$ cat src/rtl/seq_det_pkg.sv
// Shared types and constants for the sequence-detector scheduler.
package seq_det_pkg;

    localparam int NUM_REQ = 2;

    localparam logic [2:0] ST_IDLE_ENC  = 3'd0;
    localparam logic [2:0] ST_CLR_ENC   = 3'd1;
    localparam logic [2:0] ST_SHIFT_ENC = 3'd2;
    localparam logic [2:0] ST_DRAIN_ENC = 3'd3;
    localparam logic [2:0] ST_RESP_ENC  = 3'd4;

    typedef enum logic [2:0] {
        IDLE  = ST_IDLE_ENC,
        CLR   = ST_CLR_ENC,
        SHIFT = ST_SHIFT_ENC,
        DRAIN = ST_DRAIN_ENC,
        RESP  = ST_RESP_ENC
    } sched_state_t;

endpackage

$ cat src/rtl/seq_rr_arb2.sv
// Two-way round-robin arbiter: prefers rr_ptr, falls back to the other requester.
module seq_rr_arb2
    import seq_det_pkg::*;
(
    input  logic [NUM_REQ-1:0] req_valid,
    input  logic               rr_ptr,
    output logic [NUM_REQ-1:0] grant,
    output logic               grant_id
);

    always_comb begin
        grant_id = req_valid[rr_ptr] ? rr_ptr : ~rr_ptr;
        grant    = '0;
        if (|req_valid) begin
            grant = grant_id ? 2'b10 : 2'b01;
        end
    end

endmodule

$ cat src/rtl/seq_det_scheduler.sv
// Time-multiplexes one serial Moore detector between two word requesters.
// Optional resp_first output enabled by defining SEQ_SCHED_FIRST_IDX_EN.
module seq_det_scheduler
    import seq_det_pkg::*;
#(
    parameter int WORD_W = 8,
    parameter int CNT_W  = 4
) (
    input  logic                clk,
    input  logic                rst_n,
    input  logic [NUM_REQ-1:0]  req_valid,
    input  logic [WORD_W-1:0]   req_word0,
    input  logic [WORD_W-1:0]   req_word1,
    output logic [NUM_REQ-1:0]  req_ready,
    output logic                det_rst_n,
    output logic                det_x,
    input  logic                det_z,
    output logic                resp_valid,
    input  logic                resp_ready,
    output logic                resp_id,
    output logic [CNT_W-1:0]    resp_count,
    output logic                busy
`ifdef SEQ_SCHED_FIRST_IDX_EN
    , output logic [CNT_W-1:0]  resp_first
`endif
);

    localparam logic [CNT_W-1:0] LAST_BIT = CNT_W'(WORD_W - 1);

    sched_state_t       state, state_nxt;
    logic               rr_ptr;
    logic [WORD_W-1:0]  shift_reg;
    logic               id_reg;
    logic [CNT_W-1:0]   count_reg;
    logic [CNT_W-1:0]   bit_cnt;
    logic [NUM_REQ-1:0] grant;
    logic               grant_id;
    logic               sample_en;

    seq_rr_arb2 u_arb (
        .req_valid (req_valid),
        .rr_ptr    (rr_ptr),
        .grant     (grant),
        .grant_id  (grant_id)
    );

    always_ff @(posedge clk or negedge rst_n) begin
        if (!rst_n) begin
            state <= IDLE;
        end else begin
            state <= state_nxt;
        end
    end

    always_comb begin
        state_nxt = state;
        req_ready = '0;
        det_x     = 1'b0;
        case (state)
            IDLE: begin
                if (|req_valid) begin
                    req_ready = grant;
                    state_nxt = CLR;
                end
            end
            CLR:   state_nxt = SHIFT;
            SHIFT: begin
                det_x = shift_reg[0];
                if (bit_cnt == LAST_BIT) begin
                    state_nxt = DRAIN;
                end
            end
            DRAIN: state_nxt = RESP;
            RESP: begin
                if (resp_ready) begin
                    state_nxt = IDLE;
                end
            end
            default: state_nxt = IDLE;
        endcase
    end

    // z1 lags det_x by one cycle: sample from the second SHIFT cycle through DRAIN
    assign sample_en = ((state == SHIFT) && (bit_cnt != '0)) || (state == DRAIN);

    always_ff @(posedge clk or negedge rst_n) begin
        if (!rst_n) begin
            rr_ptr    <= 1'b0;
            shift_reg <= '0;
            id_reg    <= 1'b0;
            count_reg <= '0;
            bit_cnt   <= '0;
        end else begin
            case (state)
                IDLE: begin
                    if (|req_valid) begin
                        shift_reg <= grant_id ? req_word1 : req_word0;
                        id_reg    <= grant_id;
                        count_reg <= '0;
                        bit_cnt   <= '0;
                    end
                end
                SHIFT: begin
                    shift_reg <= shift_reg >> 1;
                    bit_cnt   <= bit_cnt + CNT_W'(1);
                end
                RESP: begin
                    if (resp_ready) begin
                        rr_ptr <= ~id_reg;
                    end
                end
                default: ;
            endcase
            if (sample_en && det_z) begin
                count_reg <= count_reg + CNT_W'(1);
            end
        end
    end

`ifdef SEQ_SCHED_FIRST_IDX_EN
    logic [CNT_W-1:0] first_reg;
    logic [CNT_W-1:0] sample_idx;

    assign sample_idx = (state == DRAIN) ? LAST_BIT : (bit_cnt - CNT_W'(1));

    always_ff @(posedge clk or negedge rst_n) begin
        if (!rst_n) begin
            first_reg <= '1;
        end else if ((state == IDLE) && (|req_valid)) begin
            first_reg <= '1;
        end else if (sample_en && det_z && (first_reg == '1)) begin
            first_reg <= sample_idx;
        end
    end

    assign resp_first = first_reg;
`endif

    assign det_rst_n  = rst_n & (state != CLR);
    assign resp_valid = (state == RESP);
    assign resp_id    = id_reg;
    assign resp_count = count_reg;
    assign busy       = (state != IDLE);

endmodule

$ cat config.mk
export PLATFORM = sky130hd
export DESIGN_NAME = seq_det_scheduler
export DESIGN_NICKNAME = d
export VERILOG_FILES = /design/src/rtl/seq_det_pkg.sv /design/src/rtl/seq_rr_arb2.sv /design/src/rtl/seq_det_scheduler.sv
export SDC_FILE = /design/constraint.sdc
export NUM_CORES = 1
export LEC_CHECK = 0
export ABC_AREA = 1
export CORE_MARGIN = 5
export CORE_UTILIZATION = 40
export CTS_BUF_LIST = sky130_fd_sc_hd__clkbuf_16
export DETAILED_ROUTE_END_ITERATION = 6
export DONT_BUFFER_PORTS = 1
export PLACE_DENSITY_LB_ADDON = 0.05
export RECOVER_POWER = 25
export SETUP_SLACK_MARGIN = 0.3
export SLEW_MARGIN = 20
export SYNTH_ARGS = -nofsm -noshare
export SYNTH_HDL_FRONTEND = slang
export SYNTH_HIERARCHICAL = 1
export SYNTH_SLANG_ARGS = --single-unit
$ cat constraint.sdc
create_clock -name clk -period 1.7 [get_ports clk]
set_clock_uncertainty 0.15 [all_clocks]
set_input_delay 0.34 -clock clk [delete_from_list [all_inputs] [get_ports clk]]
set_output_delay 0.34 -clock clk [all_outputs]
set_load 0.01 [all_outputs]
# Word-level counts from Yosys, hierarchy flattened
# Index checks and enable logic that the tools add are counted.
# Widths: inputs -> output; s select.
# totals
input_bits,22
regBits,21
elab_cells,54
output_inout_bits,11
# classes
muxes,18
bitwise_logic,3
order_cmp,1
n_eq_ne,9
n_addsub,2
reduce_logical,15
# ops
operator,count
$mux 8,2
$pmux 8 s2,1
$pmux 3 s5,1
$mux 4,3
$mux 3,3
$add 4x1->4 const B,2
$pmux 4 s2,1
$reduce_and 2->1,4
$eq 3x2->1 const B,2
$mux 2,3
$reduce_bool 2->1,3
$eq 4x3->1 const B,1
$mux 1,4
$ne 2x2->1 const B,2
$reduce_bool 4->1,1
$eq 3x1->1 const B,1
$eq 3x3->1 const B,1
$logic_not 3->1,1
$ne 3x1->1 const B,1
$reduce_and 3->1,1
$reduce_bool 3->1,1
$logic_and 1x1->1,2
$lt 1x2->1 const B,1
$ne 2x1->1 const B,1
other kinds (4),5

# Logic depth before layout (Yosys ltp)
# Gate-level depths: netlist (run 1).
# logic_depth
depth_word,6
depth_mapped,10
ltp_nobuf,9

# By module
# Netlist (run 1), hierarchy kept.
# by_module_without_submodules
module,n_inst,cells_each,seq_area_each_um2,area_each_um2
seq_det_scheduler,1,156,525.5,1252.5
seq_rr_arb2,1,6,0.0,25.0

# Least setup slack after synthesis (run 1)
# OpenSTA, ideal clock, no wires.
# synth_timing
path_kind,reg-to-output
startpoint,register state[2]
endpoint,output det_x
required_time_ns,1.210
path_stages_with_launch,5
n_path_buf,1
t_arrival_ns,1.013
slack_ns,0.197
cell_sequence,dfrtp_1 > nor2_4 > nand2_4 > buf_6 > nor2_1
# synth_between
elab_chain_len,2
# synth_rtl
item,line,text
start: declaration,seq_det_scheduler.sv:30,"sched_state_t state, state_nxt;"
start signal: assignment,seq_det_scheduler.sv:51,state <= state_nxt;
$eq 3x2->1,seq_det_scheduler.sv:59,case (state)
$mux 1,seq_det_scheduler.sv:59,
end: declaration,seq_det_scheduler.sv:16,"output logic det_x,"
# No other way between the ends.

# Final worst setup path (run 1)
# layout_timing
startpoint,register state[0]
endpoint,output det_x
# Same word-level chain as after synthesis.

==> run summary, run 1 <==
Final WL - 3440 um
P_sw - 1.71 mW
Antenna violations before repair - 0
Deepest clock path buffer count - 2
Register area share after synthesis - 41.1%
DRT Pass-1 Iters - 4
Number of enable flip-flop cells after synthesis - 0
Number of routed nets with antenna violations - 0
Clock slew at the register clock pins of the worst setup and hold paths - 0.06 ns
Endpoints failing hold - 0
Vias - 1,161
Max_slew headroom - 63.2%
Filler cells - 287
GRT overflow - 0
Dominant register cell in the synthesized netlist - dfrtp_1
Endpoint class of the critical path - output port
Yosys cell types - 28
Core Util, Final - 59.7%
Worst hold start - det_z
First-pass GRT wire length - 5330 um
Setup crit start kind - flip-flop
Placed insts - 206
Worst-path fanout max - 3
Placed Area - 1340 sq um
Syn Inst Count - 162
DP Wirelength - 2020 um
Overall routing resource usage - 16.0%
CP required - 1.21 ns
Layout area overhead - 42.6%
Initial Util - 41.8%
Core area - 3050 sq um
Share of layout cells above drive strength 1 - 38.8%
Initial DRC count - 36
Routed length per instance - 14.8 um
Hold Crit Class - in2reg
Fmax achieved - 0.604 GHz
Total CTS buffers - 3
Synth area leader - dfrtp_1
Port bufs - 0
# diodes - 0
Final Wtd Congestion - 0.756
Switching Share - 44.7%
Most common cell in the netlist - nand2_1
Kind of critical path - reg2out
Nets@finish - 214
Vias/cell - 5.00
Cell Count, Final, Fillers Out - 232
Commonest cells post-synth - 59 x nand2_1, 21 x dfrtp_1, 18 x inv_1
Setup Total Neg Slack - 0 ns
YS warnings - 6
Avg Cell Area, Syn - 7.89 sq um
# IOs - 33
Async SR Flop Fraction - 100%
Combinational share of power - 64.5%
CTS root buf - clkbuf_16
Clk sink count - 21
DIE AREA - 4420 sq um
DRC - 0
Clock power frac - 13.0%
CP arrival - 1.17 ns
Leakage - 0.893 nW
RSZ-0062 raised after global routing - true
Flops & latches, synth - 21
Dominant cells by area after synthesis - dfrtp_1 41%, nand2_1 17%, o21ai_0 5.5%, o21ai_2 5.5%, inv_1 5.3%
Pwr Density - 2100 nW/um^2
Clock Latency Late Sink - 0.25 ns
Sequential share of power - 22.5%
Crit path launch - state[0]
Vias in the first global route - 1,172
FF+latch area - 528 sq um
Row count - 20
Die width - 66.5 um
Max rail drop VDD - 0.780 mV
Int Pwr - 2.12 mW
Chip height - 66.5 um
Final instance area - 1820 sq um
Reg2reg start - state[0]
Final setup viols - 0
Maxcap violations - 0
Worst slew pin tran - 0.553 ns
Tot Pwr - 3.83 mW
Status - finished clean
Synthesized cell area - 1280 sq um
Largest register FFs - 8
Largest net degree at the start of global routing - 22
Multi-input logic area - 833 sq um
Syn nets - 187
Top cell type's share of synthesized area - 41.1%
Final period utilization - 97.4%
Max-slew violation count - 0
CTS tree - done
Clock period minus final worst setup slack - 1.66 ns
H-tree levels - 1
==> cell type report <==
class	count	share of cell area, %
Inverter	20	4.67
Clock inverter	1	0.206
Tap cell	44	3.02
Timing Repair Buffer	22	13.3
Clock buffer	3	4.12
Sequential cell	21	29.0
Multi-Input combinational cell	121	45.7
==> per-layer routing <==
metal	vias to the layer above	track usage, %	routed length [um]
li1	571	-	-
met1	554	19.3	1390
met2	31	27.0	1780
met3	5	4.72	237
met4	0	5.33	41
met5	-	0	0
==> cells in the final DEF, fill, tap and decap left out <==
cell,n
buf_4,11
buf_12,3
dlygate4sd3_1,1
buf_6,5
nor3b_2,1
nor3_2,1
xor2_1,1
xnor2_1,1
nand2_8,5
clkinv_4,1
a21oi_1,3
nand3_1,6
o21ai_1,8
nand3b_1,1
nand3_4,1
clkbuf_2,1
inv_6,1
nor3_1,1
buf_16,1
inv_1,17
nand2_4,3
a21oi_4,1
clkbuf_16,3
nor2_1,1
nand3_2,4
o21ai_0,5
ha_1,3
dfrtp_1,19
nor2_4,5
a21boi_0,1
inv_2,2
o21ai_2,9
o22ai_2,1
nand2_2,11
dfrtp_2,2
o211ai_4,1
nand2_1,47
==> repair_timing <==
action,4_1_cts,5_1_grt
gates cloned,4,0
hold buffers,1,1
endpoints found under the setup margin,16,25
pin swaps,8,11
resized for setup,33,26
hold endpoints to repair,21,21
setup buffers,12,4
==> cells by family (layout without fill, tap and decap cells) <==
| family | after synthesis | after routing | share of synthesized area, % |
|---|---|---|---|
| and+or+nand+nor | 84 | 87 | 29.6 |
| AOI/OAI and AO/OA | 29 | 29 | 16.7 |
| buffers and inverters | 23 | 46 | 8.32 |
| DFF | 21 | 21 | 41.1 |
| adders and majority gates | 3 | 3 | 2.94 |
| xor gates and xnor gates | 2 | 2 | 1.37 |
==> per-stage QoR <==
stage          hold slack (ns)  worst slack, ns
2_1_floorplan           -0.106            0.250
3_3_place_gp            -0.105            0.181
3_5_place_dp            -0.105            0.154
4_1_cts                 0.0719           0.0486
5_1_grt                 0.0795          0.00395
6_report                0.0807           0.0444
==> power groups by stage <==
stage | sequential (mW) | combinational (mW) | clock, mW
global route | 0.885 | 2.69 | 0.528
floorplan | 0.833 | 1.16 | 0
detailed placement | 0.867 | 1.30 | 0
finish | 0.859 | 2.47 | 0.499
CTS | 0.846 | 2.09 | 0.513
global placement | 0.863 | 1.28 | 0
==> worst max-delay path, stage by stage (launching register included) <==
cell	delay (ns)
dfrtp_2	0.43
nor2_4	0.19
buf_12	0.13
nand2_8	0.05
nor2_4	0.10
==> path summary, 6_finish.rpt <==
kind	slack, ns	endpoint	depth (start not counted)
max	0.04	det_x	4
min	0.08	resp_count[0]	2
max reg2reg	0.10	shift_reg[7]	7
min reg2reg	0.37	shift_reg[1]	2
max in group asynchronous	0.53	state[0]	2
min in group asynchronous	0.46	resp_count[3]	2
(Power assumes the default switching activity.)
==> run 2, diff against run 1 <==
--- a/config.mk
+++ b/config.mk
@@ -7,10 +7,11 @@
 export LEC_CHECK = 0
 export ABC_AREA = 1
 export CORE_MARGIN = 5
-export CORE_UTILIZATION = 40
+export CORE_UTILIZATION = 61
 export CTS_BUF_LIST = sky130_fd_sc_hd__clkbuf_16
 export DETAILED_ROUTE_END_ITERATION = 6
 export DONT_BUFFER_PORTS = 1
+export HOLD_SLACK_MARGIN = 0.05
 export PLACE_DENSITY_LB_ADDON = 0.05
 export RECOVER_POWER = 25
 export SETUP_SLACK_MARGIN = 0.3
==> run 2 against run 1 <==
Worst hold slack gained 0.0061 ns. First-iteration DRC count grew 8.3%. Critical path type unchanged. Register-to-register slack is essentially flat. Sequential share of layout area grew 4.2 points. Sequential power grew 1%.
==> run summary, run 2 (same netlist as run 1, synthesis figures left out) <==
Status - finished clean
Multi-input logic area - 729 sq um (-12%)
CP required - 1.21 ns (about the same)
Largest register FFs - 8 (unchanged)
CTS tree - done
CTS root buf - clkbuf_16
CP dominant cell by count - nor2_4
Core area - 1980 sq um (-35%)
Nets@finish - 207 (-3.3%)
FF+latch area - 529 sq um (+0.24%)
Clock Latency Late Sink - 0.25 ns (about the same)
Total CTS buffers - 3 (unchanged)
Core Util, Final - 80.4% (+21 points)
Leakage - 0.800 nW (-10%)
Vias/cell - 5.44 (+8.8%)
Routed length per instance - 15.9 um (+7.6%)
Crit-path slowest cell - dfrtp_2
Clock slew at the register clock pins of the worst setup and hold paths - 0.06 ns (about the same)
Overall routing resource usage - 21.5% (+5.5 points)
Register-to-register setup slack - 0.09 ns (about the same)
Worst path cell trace - nor2_4 > o211ai_4 > nor2_4
Worst slack, placed - 0.168 ns (+0.0135 ns)
Hold Crit Class - in2reg
# IOs - 33 (unchanged)
Clk sink count - 21 (unchanged)
First-pass GRT wire length - 5410 um (+1.6%)
RSZ-0062 raised after global routing - true
Setup crit start kind - flip-flop
DRC - 0 (unchanged)
H-tree levels - 1 (unchanged)
Final Wtd Congestion - 0.775 (+2.4%)
Final WL - 3320 um (-3.6%)
DRT Pass-1 Iters - 4 (unchanged)
Largest net degree at the start of global routing - 22 (unchanged)
Cell Count, Final, Fillers Out - 208 (-10%)
Max rail drop VDD - 1.39 mV (+78%)
Initial Util - 64.5% (+23 points)
Port bufs - 0 (unchanged)
Fin worst setup slack - 0.0310 ns (-0.0134 ns)
Layout area overhead - 24.7%
Deepest clock path buffer count - 2 (unchanged)
DIE AREA - 3110 sq um (-30%)
Max_slew headroom - 22.3% (-41 points)
DP Wirelength - 2030 um (+0.42%)
Antenna violations before repair - 0 (unchanged)
Vias - 1,132 (-2.5%)
Vias in the first global route - 1,182 (+0.85%)
# diodes - 0 (unchanged)
Filler cells - 126 (-56%)
Chip height - 55.8 um (-16%)
Max-slew violation count - 0 (unchanged)
Final setup viols - 0 (unchanged)
Share of layout cells above drive strength 1 - 29.3% (-9.5 points)
Row count - 16 (-20%)
Fmax achieved - 0.599 GHz (-0.80%)
Pwr Density - 2060 nW/um^2 (-2.1%)
Worst slew pin tran - 1.17 ns (+0.613 ns)
CP arrival - 1.18 ns (about the same)
Final period utilization - 98.2% (+0.79 points)
Crit path largest cell delay - 0.44 ns (about the same)
GRT overflow - 0 (unchanged)
Die width - 55.8 um (-16%)
Clock period minus final worst setup slack - 1.67 ns (+0.0134 ns)
Commonest non-fill, non-tap cell in the layout - nand2_1
Number of routed nets with antenna violations - 0 (unchanged)
Endpoint class of the critical path - output port
Initial DRC count - 39 (+8.3%)
Maxcap violations - 0 (unchanged)
Kind of critical path - reg2out
Worst-path fanout max - 3 (unchanged)
Placed insts - 188 (-8.7%)
Endpoints failing hold - 0 (unchanged)
Commonest non-fill, non-tap cells in the layout - 56 x nand2_1, 18 x dfrtp_1, 16 x inv_1, 13 x buf_4, 11 x o21ai_0
[run 2: final cells by class]
cell class | instances | share of cell area, %
Inverter | 20 | 4.79
Clock buffer | 3 | 4.71
Tap cell | 27 | 2.12
Sequential cell | 21 | 33.2
Multi-Input combinational cell | 119 | 45.8
Clock inverter | 1 | 0.314
Timing Repair Buffer | 17 | 9.03
[run 2: critical path, delay by kind of cell, from the launching register on]
family,cells,cell delay (ns)
AND/OR/NAND/NOR,2,0.34
AO/OA/AOI/OAI,1,0.14
flip-flops,1,0.44
[run 2: routing by layer]
metal | global-route usage (%) | up-vias | wire [um]
met1 | 24.7 | 534 | 1310
met5 | 0 | - | 0
met4 | 7.29 | 0 | 51
li1 | - | 554 | -
met3 | 6.03 | 6 | 226
met2 | 38.0 | 38 | 1730
[run 2: power by group]
group	internal (mW)	leakage [nW]	total, mW	switching (mW)
logic	0.779	0.491	1.91	1.13
registers	0.703	0.268	0.871	0.168
clock network	0.316	0.0409	0.498	0.182
total	1.80	0.800	3.28	1.48
[run 2: repair_timing]
item / 4_1_cts / 5_1_grt
resized for setup: 11 / 13
cloned: 1 / 0
setup endpoints to repair: 19 / 45
pin swaps: 4 / 6
buffers inserted: 9 / 5
hold buffers: 1 / 0
endpoints found under the hold margin: 21 / 0
[run 2: through the flow]
step | hold slack (ns) | cell area [sq um] | power (mW) | setup TNS (ns)
2_1_floorplan | -0.106 | 1290 | 1.99 | 0
3_3_place_gp | -0.105 | 1310 | 2.09 | 0
3_5_place_dp | -0.105 | 1310 | 2.16 | 0
4_1_cts | 0.0855 | 1520 | 3.03 | 0
5_1_grt | 0.103 | 1590 | 3.52 | -0.0377
6_report | 0.0868 | 1590 | 3.28 | 0
[run 2: worst paths after layout]
path	from	cells past startpoint	endpoint
worst max-delay path	state[0]	3	req_ready[1]
worst min-delay path	det_z	2	resp_count[1]
worst max register to register	state[0]	10	resp_count[0]
worst min register to register	shift_reg[4]	2	shift_reg[4]
max in group asynchronous	rst_n	1	state[1]
min in group asynchronous	rst_n	1	state[2]
==> run 3, diff against run 2 <==
--- a/config.mk
+++ b/config.mk
@@ -7,7 +7,7 @@
 export LEC_CHECK = 0
 export ABC_AREA = 1
 export CORE_MARGIN = 5
-export CORE_UTILIZATION = 61
+export CORE_UTILIZATION = 65
 export CTS_BUF_LIST = sky130_fd_sc_hd__clkbuf_16
 export DETAILED_ROUTE_END_ITERATION = 6
 export DONT_BUFFER_PORTS = 1
==> constraint.sdc (replaced) <==
create_clock -name clk -period 2.2 [get_ports clk]
set_clock_uncertainty 0.15 [all_clocks]
set_input_delay 0.44 -clock clk [delete_from_list [all_inputs] [get_ports clk]]
set_output_delay 0.44 -clock clk [all_outputs]
set_load 0.01 [all_outputs]
==> run 3 against run 2 <==
Total power shrank 38%. Critical path depth unchanged. Clock power down 24%. Sequential power down 23%. Largest cell class unchanged. Largest power group unchanged. Highest routed layer unchanged.
==> run summary, run 3 (same netlist as run 1, synthesis figures left out) <==
Worst path cell trace - nor2_4 > o211ai_4 > nor2_2
CTS root buf - clkbuf_16
FF+latch area - 526 sq um (-0.71%)
H-tree levels - 1 (unchanged)
Final period utilization - 85.6%
Deepest clock path buffer count - 2 (unchanged)
Max-slew violation count - 0 (unchanged)
Setup Total Neg Slack - 0 ns (unchanged)
Fin worst setup slack - 0.317 ns (+0.286 ns)
Pwr Density - 1460 nW/um^2 (-29%)
Setup crit end - req_ready[0]
Total CTS buffers - 3 (unchanged)
Core area - 1920 sq um (-3.0%)
Crit-path slowest cell - dfrtp_1
Clock period minus final worst setup slack - 1.88 ns
Final Wtd Congestion - 0.665 (-14%)
Clock Latency Late Sink - 0.25 ns (about the same)
Layout area overhead - 8.42%
Initial DRC count - 15 (-62%)
Vias - 1,026 (-9.4%)
Commonest non-fill, non-tap cells in the layout - 59 x nand2_1, 21 x dfrtp_1, 19 x inv_1, 14 x o21ai_0, 11 x nand3_1
Leakage - 0.712 nW (-11%)
CTS tree - done
Worst slew pin tran - 0.974 ns (-0.191 ns)
Vias/cell - 5.34 (-1.8%)
Final WL - 2560 um (-23%)
DRT Pass-1 Iters - 4 (unchanged)
Routed length per instance - 13.3 um (-16%)
Largest net degree at the start of global routing - 22 (unchanged)
GRT overflow - 0 (unchanged)
Vias in the first global route - 987 (-16%)
Initial Util - 66.5% (+2.0 points)
Largest register FFs - 8 (unchanged)
Max_slew headroom - 34.9% (+13 points)
CP required - 1.61 ns (+0.40 ns)
First-pass GRT wire length - 4330 um (-20%)
DIE AREA - 2950 sq um (-5.1%)
Reg2reg start - rr_ptr
WHS Path Cells - 2 (unchanged)
Hold Crit Class - in2reg
Final setup viols - 0 (unchanged)
Tot Pwr - 2.02 mW (-38%)
RSZ-0062 raised after global routing - true
Clock slew at the register clock pins of the worst setup and hold paths - 0.06 ns (about the same)
Overall routing resource usage - 20.5% (-1.0 points)
DRC - 0 (unchanged)
Number of routed nets with antenna violations - 0 (unchanged)
Multi-input logic area - 653 sq um (-10%)
Clk sink count - 21 (unchanged)
# IOs - 33 (unchanged)
# diodes - 0 (unchanged)
Worst Reg-to-Reg Cells - 8 (-2)
Placed Area - 1290 sq um (-1.6%)
Post-CTS Setup Inserts - 0 (-9)
Status - finished clean
Max rail drop VDD - 0.931 mV (-33%)
Row count - 16 (unchanged)
Endpoint class of the critical path - output port
Share of layout cells above drive strength 1 - 15.8% (-14 points)
Worst slack, placed - 0.415 ns (+0.247 ns)
Fmax achieved - 0.531 GHz
Port bufs - 0 (unchanged)
Final instance area - 1390 sq um (-13%)
Maxcap violations - 0 (unchanged)
Hold WS - 0.182 ns (+0.0956 ns)
Die width - 54.3 um (-2.6%)
Chip height - 54.3 um (-2.6%)
Kind of critical path - reg2out
Crit path launch - state[0]
Register-to-register setup slack - 0.62 ns (+0.53 ns)
DP Wirelength - 1890 um (-6.8%)
Endpoints failing hold - 0 (unchanged)
Setup crit start kind - flip-flop
Nets@finish - 191 (-7.7%)
CP arrival - 1.29 ns (+0.11 ns)
Worst-path fanout max - 10 (+7)
Crit path largest cell delay - 0.45 ns (about the same)
Reg2reg end - shift_reg[6]
Commonest non-fill, non-tap cell in the layout - nand2_1
Filler cells - 171 (+36%)
Antenna violations before repair - 0 (unchanged)
## run 3: stage by stage
stage | instances | util (%)
3_3_place_gp | 187 | 67.0
3_5_place_dp | 187 | 67.0
4_1_cts | 192 | 71.8
2_1_floorplan | 162 | -
6_report | 192 | 72.1
5_1_grt | 192 | 72.1
## run 3: worst min path at each step
| stage | start | to | slack [ns] |
|---|---|---|---|
| 2_1_floorplan | rst_n | bit_cnt[0] | -0.006 |
| 3_3_place_gp | rst_n | state[0] | -0.005 |
| 3_5_place_dp | rst_n | state[2] | -0.005 |
| 4_1_cts | det_z | resp_count[2] | 0.18 |
| 5_1_grt | det_z | resp_count[3] | 0.20 |
| 6_report | det_z | resp_count[3] | 0.18 |
## run 3: worst max-delay path, delay by kind of cell (launching register included)
kind             cells  cell delay, ns
AO/OA/AOI/OAI        1            0.20
flip-flops           1            0.45
AND/OR/NAND/NOR      2            0.39
## run 3: power by group
group	switching [mW]	internal (mW)	leakage, nW
combinational	0.651	0.321	0.400
clock	0.134	0.244	0.0409
sequential	0.132	0.538	0.272
## run 3: what timing repair did
item                                    CTS  global route
endpoints found under the setup margin    3             7
hold endpoints to repair                 21             0
gates resized for setup                   1             3
hold buffers                              1             0
## run 3: area by class of cell
cell class | count | area share, %
Timing Repair Buffer | 2 | 1.26
Clock buffer | 3 | 5.42
Clock inverter | 1 | 0.361
Tap cell | 27 | 2.44
Inverter | 20 | 5.42
Sequential cell | 21 | 37.9
Multi-Input combinational cell | 118 | 47.2
## run 3: per-layer routing
metal,GRT usage (%),up-vias,share of wire [%]
li1,-,520,-
met1,25.6,469,42
met2,35.1,35,50
met3,3.81,2,7.9
met4,7.47,0,0.51
met5,0,-,0
